$ cat src/rtl/keypad_scan_ctrl_if.sv
// Key delivery channel between the keypad scanner (master) and the processor (slave).
// key_valid rises with key_code loaded and holds both until a one-cycle key_ack; ack with key_valid low is ignored.
interface keypad_scan_ctrl_if;
  logic [3:0] key_code;
  logic       key_valid;
  logic       key_ack;
  logic       overflow;

  modport master (output key_code, output key_valid, output overflow, input key_ack);
  modport slave  (input key_code, input key_valid, input overflow, output key_ack);
endinterface

$ cat src/rtl/keypad_scan_ctrl.sv
// 3x4 keypad scanner with press/release debounce and valid/ack key delivery.
// Optional auto-repeat of a held key is built when KEYPAD_AUTOREPEAT_EN is defined.
module keypad_scan_ctrl #(
  parameter int CLK_DIV        = 500000,
  parameter int SETTLE         = 2,
  parameter int DEBOUNCE_TICKS = 4,
  parameter int REPEAT_DELAY   = 100,
  parameter int REPEAT_PERIOD  = 20
) (
  input  logic               clock,
  input  logic               reset,
  input  logic [2:0]         cols,
  output logic [3:0]         rows,
  output logic [1:0]         fsm_state,
  keypad_scan_ctrl_if.master key
);

  typedef enum logic [1:0] {
    SCAN     = 2'd0,
    DB_PRESS = 2'd1,
    HELD     = 2'd2,
    DB_REL   = 2'd3
  } state_t;

  localparam int DW = $clog2(CLK_DIV);
  localparam int M1 = (SETTLE > DEBOUNCE_TICKS) ? SETTLE : DEBOUNCE_TICKS;
  localparam int M2 = (REPEAT_DELAY > REPEAT_PERIOD) ? REPEAT_DELAY : REPEAT_PERIOD;
  localparam int CNT_MAX = (M1 > M2) ? M1 : M2;
  localparam int CW = $clog2(CNT_MAX + 1);

  state_t         state_q, state_d;
  logic [DW-1:0]  div_cnt;
  logic [CW-1:0]  cnt;
  logic [1:0]     row_q;
  logic [2:0]     pat_q;
  logic [3:0]     code_q;
  logic           tick, all_high, one_low, settle_done, db_done, pat_match;
  logic           latch, row_adv, cnt_clr, cnt_inc, emit;

  assign tick        = (div_cnt == DW'(CLK_DIV - 1));
  assign all_high    = (cols == 3'b111);
  assign one_low     = (cols == 3'b110) || (cols == 3'b101) || (cols == 3'b011);
  assign settle_done = (cnt == CW'(SETTLE - 1));
  assign db_done     = (cnt == CW'(DEBOUNCE_TICKS - 1));
  assign pat_match   = (cols == pat_q);
  assign fsm_state   = state_q;

`ifdef KEYPAD_AUTOREPEAT_EN
  logic rep_first;
  logic rep_hit;
  assign rep_hit = rep_first ? (cnt == CW'(REPEAT_DELAY - 1)) : (cnt == CW'(REPEAT_PERIOD - 1));
`endif

  // Row 3 holds '*', '0', '#' in column order.
  function automatic logic [3:0] map_key(input logic [1:0] r, input logic [2:0] c);
    logic [3:0] ci;
    ci = (c == 3'b110) ? 4'd0 : (c == 3'b101) ? 4'd1 : 4'd2;
    case (r)
      2'd0:    map_key = 4'd1 + ci;
      2'd1:    map_key = 4'd4 + ci;
      2'd2:    map_key = 4'd7 + ci;
      default: map_key = (ci == 4'd0) ? 4'd10 : (ci == 4'd1) ? 4'd0 : 4'd11;
    endcase
  endfunction

  always_ff @(posedge clock or negedge reset) begin
    if (!reset) state_q <= SCAN;
    else        state_q <= state_d;
  end

  always_comb begin
    state_d = state_q;
    if (tick) begin
      case (state_q)
        SCAN:     if (settle_done && one_low) state_d = DB_PRESS;
        DB_PRESS: if (!pat_match) state_d = SCAN;
                  else if (db_done) state_d = HELD;
        HELD:     if (all_high) state_d = DB_REL;
        default:  if (!all_high) state_d = HELD;
                  else if (db_done) state_d = SCAN;
      endcase
    end
  end

  always_comb begin
    latch   = 1'b0;
    row_adv = 1'b0;
    cnt_clr = 1'b0;
    cnt_inc = 1'b0;
    emit    = 1'b0;
    if (tick) begin
      case (state_q)
        SCAN: begin
          if (!settle_done) cnt_inc = 1'b1;
          else begin
            cnt_clr = 1'b1;
            if (one_low) latch = 1'b1;
            else         row_adv = 1'b1;
          end
        end
        DB_PRESS: begin
          if (!pat_match) cnt_clr = 1'b1;
          else if (db_done) begin
            emit    = 1'b1;
            cnt_clr = 1'b1;
          end else cnt_inc = 1'b1;
        end
        HELD: begin
          if (all_high) cnt_clr = 1'b1;
`ifdef KEYPAD_AUTOREPEAT_EN
          else if (rep_hit) begin
            emit    = 1'b1;
            cnt_clr = 1'b1;
          end else cnt_inc = 1'b1;
`endif
        end
        default: begin
          if (!all_high) cnt_clr = 1'b1;
          else if (db_done) begin
            cnt_clr = 1'b1;
            row_adv = 1'b1;
          end else cnt_inc = 1'b1;
        end
      endcase
    end
  end

  always_ff @(posedge clock or negedge reset) begin
    if (!reset) begin
      div_cnt       <= '0;
      cnt           <= '0;
      row_q         <= 2'd0;
      rows          <= 4'b1110;
      pat_q         <= 3'b111;
      code_q        <= 4'hD;
      key.key_code  <= 4'hD;
      key.key_valid <= 1'b0;
      key.overflow  <= 1'b0;
    end else begin
      div_cnt <= tick ? '0 : div_cnt + 1'b1;
      if (cnt_clr)      cnt <= '0;
      else if (cnt_inc) cnt <= cnt + 1'b1;
      // Rotating the single zero keeps exactly one row driven, including the 3->0 wrap.
      if (row_adv) begin
        row_q <= row_q + 2'd1;
        rows  <= {rows[2:0], rows[3]};
      end
      if (latch) begin
        pat_q  <= cols;
        code_q <= map_key(row_q, cols);
      end
      if (emit) begin
        if (!key.key_valid || key.key_ack) begin
          key.key_code  <= code_q;
          key.key_valid <= 1'b1;
          if (key.key_valid) key.overflow <= 1'b0;
        end else begin
          key.overflow <= 1'b1;
        end
      end else if (key.key_ack && key.key_valid) begin
        key.key_valid <= 1'b0;
        key.key_code  <= 4'hD;
        key.overflow  <= 1'b0;
      end
    end
  end

`ifdef KEYPAD_AUTOREPEAT_EN
  always_ff @(posedge clock or negedge reset) begin
    if (!reset)                  rep_first <= 1'b1;
    else if (state_q != HELD)    rep_first <= 1'b1;
    else if (emit)               rep_first <= 1'b0;
  end
`endif

endmodule
$ cat src/flat_wrapper.sv
// flat-port wrapper written by rule: the top's interface ports become plain ports
module keypad_scan_ctrl_flat 
#(
  parameter int CLK_DIV        = 500000,
  parameter int SETTLE         = 2,
  parameter int DEBOUNCE_TICKS = 4,
  parameter int REPEAT_DELAY   = 100,
  parameter int REPEAT_PERIOD  = 20
)
  (clock, reset, cols, rows, fsm_state, key_key_code, key_key_valid, key_overflow, key_key_ack);
  keypad_scan_ctrl_if key_i ();
  input  logic clock;
  input  logic reset;
  input  logic [2:0] cols;
  output logic [3:0] rows;
  output logic [1:0] fsm_state;
  output wire logic [$bits(key_i.key_code)-1:0] key_key_code;
  output wire logic [$bits(key_i.key_valid)-1:0] key_key_valid;
  output wire logic [$bits(key_i.overflow)-1:0] key_overflow;
  input wire logic [$bits(key_i.key_ack)-1:0] key_key_ack;
  assign key_key_code = key_i.key_code;
  assign key_key_valid = key_i.key_valid;
  assign key_overflow = key_i.overflow;
  assign key_i.key_ack = key_key_ack;
  keypad_scan_ctrl #(.CLK_DIV(CLK_DIV), .SETTLE(SETTLE), .DEBOUNCE_TICKS(DEBOUNCE_TICKS), .REPEAT_DELAY(REPEAT_DELAY), .REPEAT_PERIOD(REPEAT_PERIOD)) u_core (.clock(clock), .reset(reset), .cols(cols), .rows(rows), .fsm_state(fsm_state), .key(key_i));
endmodule
$ cat config.mk
export PLATFORM = sky130hd
export DESIGN_NAME = keypad_scan_ctrl_flat
export DESIGN_NICKNAME = d
export VERILOG_FILES = /design/src/rtl/keypad_scan_ctrl_if.sv /design/src/rtl/keypad_scan_ctrl.sv /design/src/flat_wrapper.sv
export SDC_FILE = /design/constraint.sdc
export NUM_CORES = 1
export LEC_CHECK = 0
export CAP_MARGIN = 20
export CORE_MARGIN = 2
export CORE_UTILIZATION = 50
export CTS_BUF_LIST = sky130_fd_sc_hd__clkbuf_16
export CTS_CLUSTER_SIZE = 25
export DETAILED_ROUTE_END_ITERATION = 7
export HOLD_SLACK_MARGIN = 0.06
export PLACE_DENSITY = 0.75
export SYNTH_ARGS = -nofsm -noshare
export SYNTH_HDL_FRONTEND = slang
export SYNTH_SLANG_ARGS = --single-unit
$ cat constraint.sdc
create_clock -name clock -period 2.11 [get_ports clock]
set_clock_uncertainty 0.2 [all_clocks]
set_input_delay 0.422 -clock clock [delete_from_list [all_inputs] [get_ports clock]]
set_output_delay 0.422 -clock clock [all_outputs]
set_load 0.01 [all_outputs]
==> results.py <==
metrics = {
    "outcome": {
        "outcome": "completed",
    },
    "layout": {
        "ff_latch_area_um2": 1191,
        "area_growth_pct": 36.80,
        "fin_nets": 330,
        "diodes": 0,
        "fill_cells": 345,
        "instances_no_fill": 382,
        "post-route-util_pct": 71.53,
        "drive_above_1_share_pct": 34.92,
        "design_area_um2": 3423,
        "multi_input_area_um2": 1383,
    },
    "sta": {
        "grt_setup_unrepaired": "true",
        "finalCritPeriodShare_pct": 98.69,
        "fin_crit_ns": 2.082,
        "slew_headroom_pct": 55.07,
        "final_hold_viol_count": 0,
        "worstMarginPinSlew_ns": 0.6739,
        "finalWorstSetupSlack_ns": 0.02759,
        "setup_viol": 0,
        "maxSlewViolCount": 0,
        "timing.fmax_mhz": 480.2,
    },
    "floorplanning": {
        "std_cell_rows": 25,
        "die_area_um2": 5587,
        "initial_core_util_pct": 52.29,
        "dieWidth_um": 74.75,
        "ios": 18,
        "core_area_um2": 4786,
        "die_height_um": 74.75,
    },
    "drt": {
        "antenna_left": 0,
        "drtIter0Drc": 85,
        "firstDrtPassIters": 5,
        "vias": 2062,
        "drcViolationCount": 0,
        "viasPerCell": 5.398,
        "wire_per_inst_um": 15.01,
        "routed_wl_mm": 5.734,
    },
    "worst_setup_path": {
        "end_kind": "flip-flop",
        "worst_path_largest_cell_delay_ns": 0.42,
        "worstPathArrival_ns": 2.10,
        "slowest_stage": "nor4b_4",
        "r2r_end": "u_core.key.key_code[3]",
        "reg2reg_from": "u_core.div_cnt[12]",
        "worstSetupPathType": "flip-flop to flip-flop",
        "r2r_slack_ns": 0.03,
        "worstRegToRegCells": 5,
        "cp_max_fo": 2,
        "start_kind": "flip-flop",
        "crit_chain": "nor4b_4, nand3_4, nor4_4, mux2_4, o21a_1",
        "required_ns": 2.13,
    },
    "power": {
        "p_sw_mw": 0.3744,
        "power.total_mw": 1.861,
        "seqPwrFrac_pct": 48.5,
        "p_per_area_nw_per_um2": 543.7,
        "sw_frac_of_total_pct": 20.11,
        "intPower_mw": 1.487,
        "ir_drop_uv": 327.9,
        "share_comb_of_total_power_pct": 4.2,
        "clockPowerShare_pct": 47.3,
        "p_leak_nw": 1.554,
    },
    "clock_network": {
        "clkLatencyLatePin_ns": 0.29,
        "clock_sinks": 47,
        "numCtsBuffers": 5,
        "clk_path_buf_depth": 2,
        "htreeDepth": 2,
        "path_clk_slew_ns": 0.06,
        "clock-root-buffer": "clkbuf_16",
        "tritoncts": "yes",
    },
    "global_routing": {
        "track_usage_pct": 21.65,
        "grt_pass1_wl_mm": 9.232,
        "grt_overflow": 0,
        "grt_max_degree": 30,
        "antenna_found_initial": 0,
        "grt_pass1_vias": 1991,
    },
    "place": {
        "dp_slack_ns": -0.5434,
        "placed_area_um2": 3075,
        "gp_congestion": 0.8203,
        "dp_hpwl_mm": 3.940,
        "portBuffers": 17,
        "dp_cells": 365,
    },
    "hold_path": {
        "worstHoldStart": "u_core.code_q[1]",
        "hold_class": "flip-flop to flip-flop",
        "min_to": "u_core.code_q[1]",
        "whs_path_depth": 1,
    },
    "synth": {
        "ys_ff_latch": 47,
        "synth_ff_type": "dfrtp_1",
        "ys_warn_count": 0,
        "syn_inst": 245,
        "syn_nets": 261,
        "ys_seq_area_share_pct": 47.60,
        "synth-async-reset-ratio_pct": 100.0,
        "ys_types": 44,
        "syn_avg_cell_area_um2": 10.21,
        "synth_edf_count": 0,
        "synthesis.area_um2": 2502,
    },
    "run": {
        "drv_cap": 0,
    },
}
[placed cells by master, fill, tap and decap left out, drive strengths merged, types with 3 or more instances in the layout]
| master | count |
|---|---|
| buf | 50 |
| nor3 | 3 |
| nor2b | 3 |
| mux2 | 14 |
| ha | 9 |
| or2 | 3 |
| and4 | 4 |
| clkbuf | 5 |
| nand4 | 4 |
| dfrtp | 35 |
| o21ai | 16 |
| xor2 | 6 |
| dfstp | 12 |
| or3 | 4 |
| nand2 | 29 |
| inv | 11 |
| xnor2 | 13 |
| nor2 | 16 |
| a22o | 4 |
| and3 | 4 |
| nor4 | 3 |
| a21oi | 11 |
| nand3 | 15 |
| clkdlybuf4s50 | 13 |
[worst max-delay path by stage]
| stage | end | slack, ns | cells past startpoint | start |
|---|---|---|---|---|
| global placement | u_core.code_q[1] | -0.45 | 9 | cols[1] |
| CTS | u_core.code_q[1] | 0.0008 | 5 | u_core.div_cnt[12] |
| detailed placement | u_core.code_q[1] | -0.54 | 9 | cols[1] |
| floorplan | u_core.code_q[1] | -0.04 | 9 | cols[0] |
| global route | u_core.key.key_code[2] | -0.09 | 6 | u_core.div_cnt[12] |
| finish | u_core.key.key_code[3] | 0.03 | 5 | u_core.div_cnt[12] |
[per-layer routing]
metal / vias up / part of all wire [%] / GRT usage, %
li1: 997 / - / -
met1: 1019 / 42 / 26.67
met2: 38 / 54 / 37.95
met3: 8 / 2.7 / 4.150
met4: 0 / 1.4 / 7.738
met5: - / 0 / 0
[logic make-up after synthesis]
kind of cell / count (synthesis) / share of synthesized area (%)
flip-flops: 47 / 47.60
buffers and inverters: 14 / 2.200
AO/OA/AOI/OAI: 41 / 10.05
AND/OR/NAND/NOR: 99 / 21.50
XOR/XNOR: 19 / 6.650
adder cells (fa/ha/maj): 10 / 5.300
multiplexers: 15 / 6.700
[synth_stat cells (2+ instances only)]
cell type  number  area (µm²)
or2_2           3       18.77
or3_1           4       25.02
and2_1          2       12.51
buf_2           2       10.01
nor2_1         15       56.30
and4_1          4       35.03
and3_1          4       25.02
o21ai_0        15       75.07
a22o_1          4       35.03
o21a_1          2       15.01
nand4_1         4       25.02
and3b_1         2       17.52
o22a_1          2       17.52
inv_1           9       33.78
a21oi_1        11       55.05
dfrtp_1        35       875.8
nand3_1        15       75.07
xnor2_1        13       113.9
clkbuf_1        3       11.26
dfstp_2        12       315.3
nor2b_1         3       18.77
mux2_2         13       146.4
nand2b_1        2       12.51
nor4b_1         2       17.52
ha_1            9       112.6
nor4_1          2       12.51
nand2_1        29       108.9
xor2_1          6       52.55
nor3_1          3       15.01
[per-stage QoR]
step	setup TNS, ns	hold WS [ns]
finish	0	0.3089
global route	-0.3899	0.3283
CTS	0	0.2829
detailed placement	-10.32	0.2749
global placement	-8.601	0.2623
floorplan	-0.04174	-0.07359
[critical path: cells and delay by family (launching register included)]
| kind | cells | cell delay (ns) |
|---|---|---|
| AND/OR/NAND/NOR | 3 | 0.90 |
| flip-flops | 1 | 0.41 |
| multiplexers | 1 | 0.33 |
| AO/OA/AOI/OAI | 1 | 0.17 |
[flip-flops by register name, indices dropped and copies added (netlist names)]
signal                flops
u_core.row_q              2
u_core.cnt                7
u_core.code_q             4
u_core.key.key_code       4
u_core.key.key_valid      1
u_core.rows               4
u_core.fsm_state          2
u_core.pat_q              3
u_core.key.overflow       1
u_core.div_cnt           19
[power groups by stage]
stage | Sequential (mW) | Clock, mW | Combinational, mW
detailed placement | 0.918 | 0 | 0.0748
global route | 0.901 | 0.930 | 0.0872
floorplan | 0.918 | 0 | 0.0292
global placement | 0.918 | 0 | 0.0715
CTS | 0.902 | 0.890 | 0.0762
finish | 0.902 | 0.881 | 0.0782
[timing repair]
item	in CTS	in global routing
setup buffers	2	7
gates resized for setup	12	19
setup endpoints to repair	26	21
hold endpoints to repair	16	0
pin swaps	3	5
hold buffers	1	0
[cell type report]
| cell class | instances | area share (%) |
|---|---|---|
| clock buffer | 5 | 3.655 |
| clock inverter | 3 | 1.096 |
| inverter | 9 | 0.9868 |
| multi-input combinational | 184 | 40.39 |
| sequential | 47 | 34.80 |
| tap | 67 | 2.449 |
| timing repair buffer | 67 | 16.63 |
(Power assumes the default switching activity.)
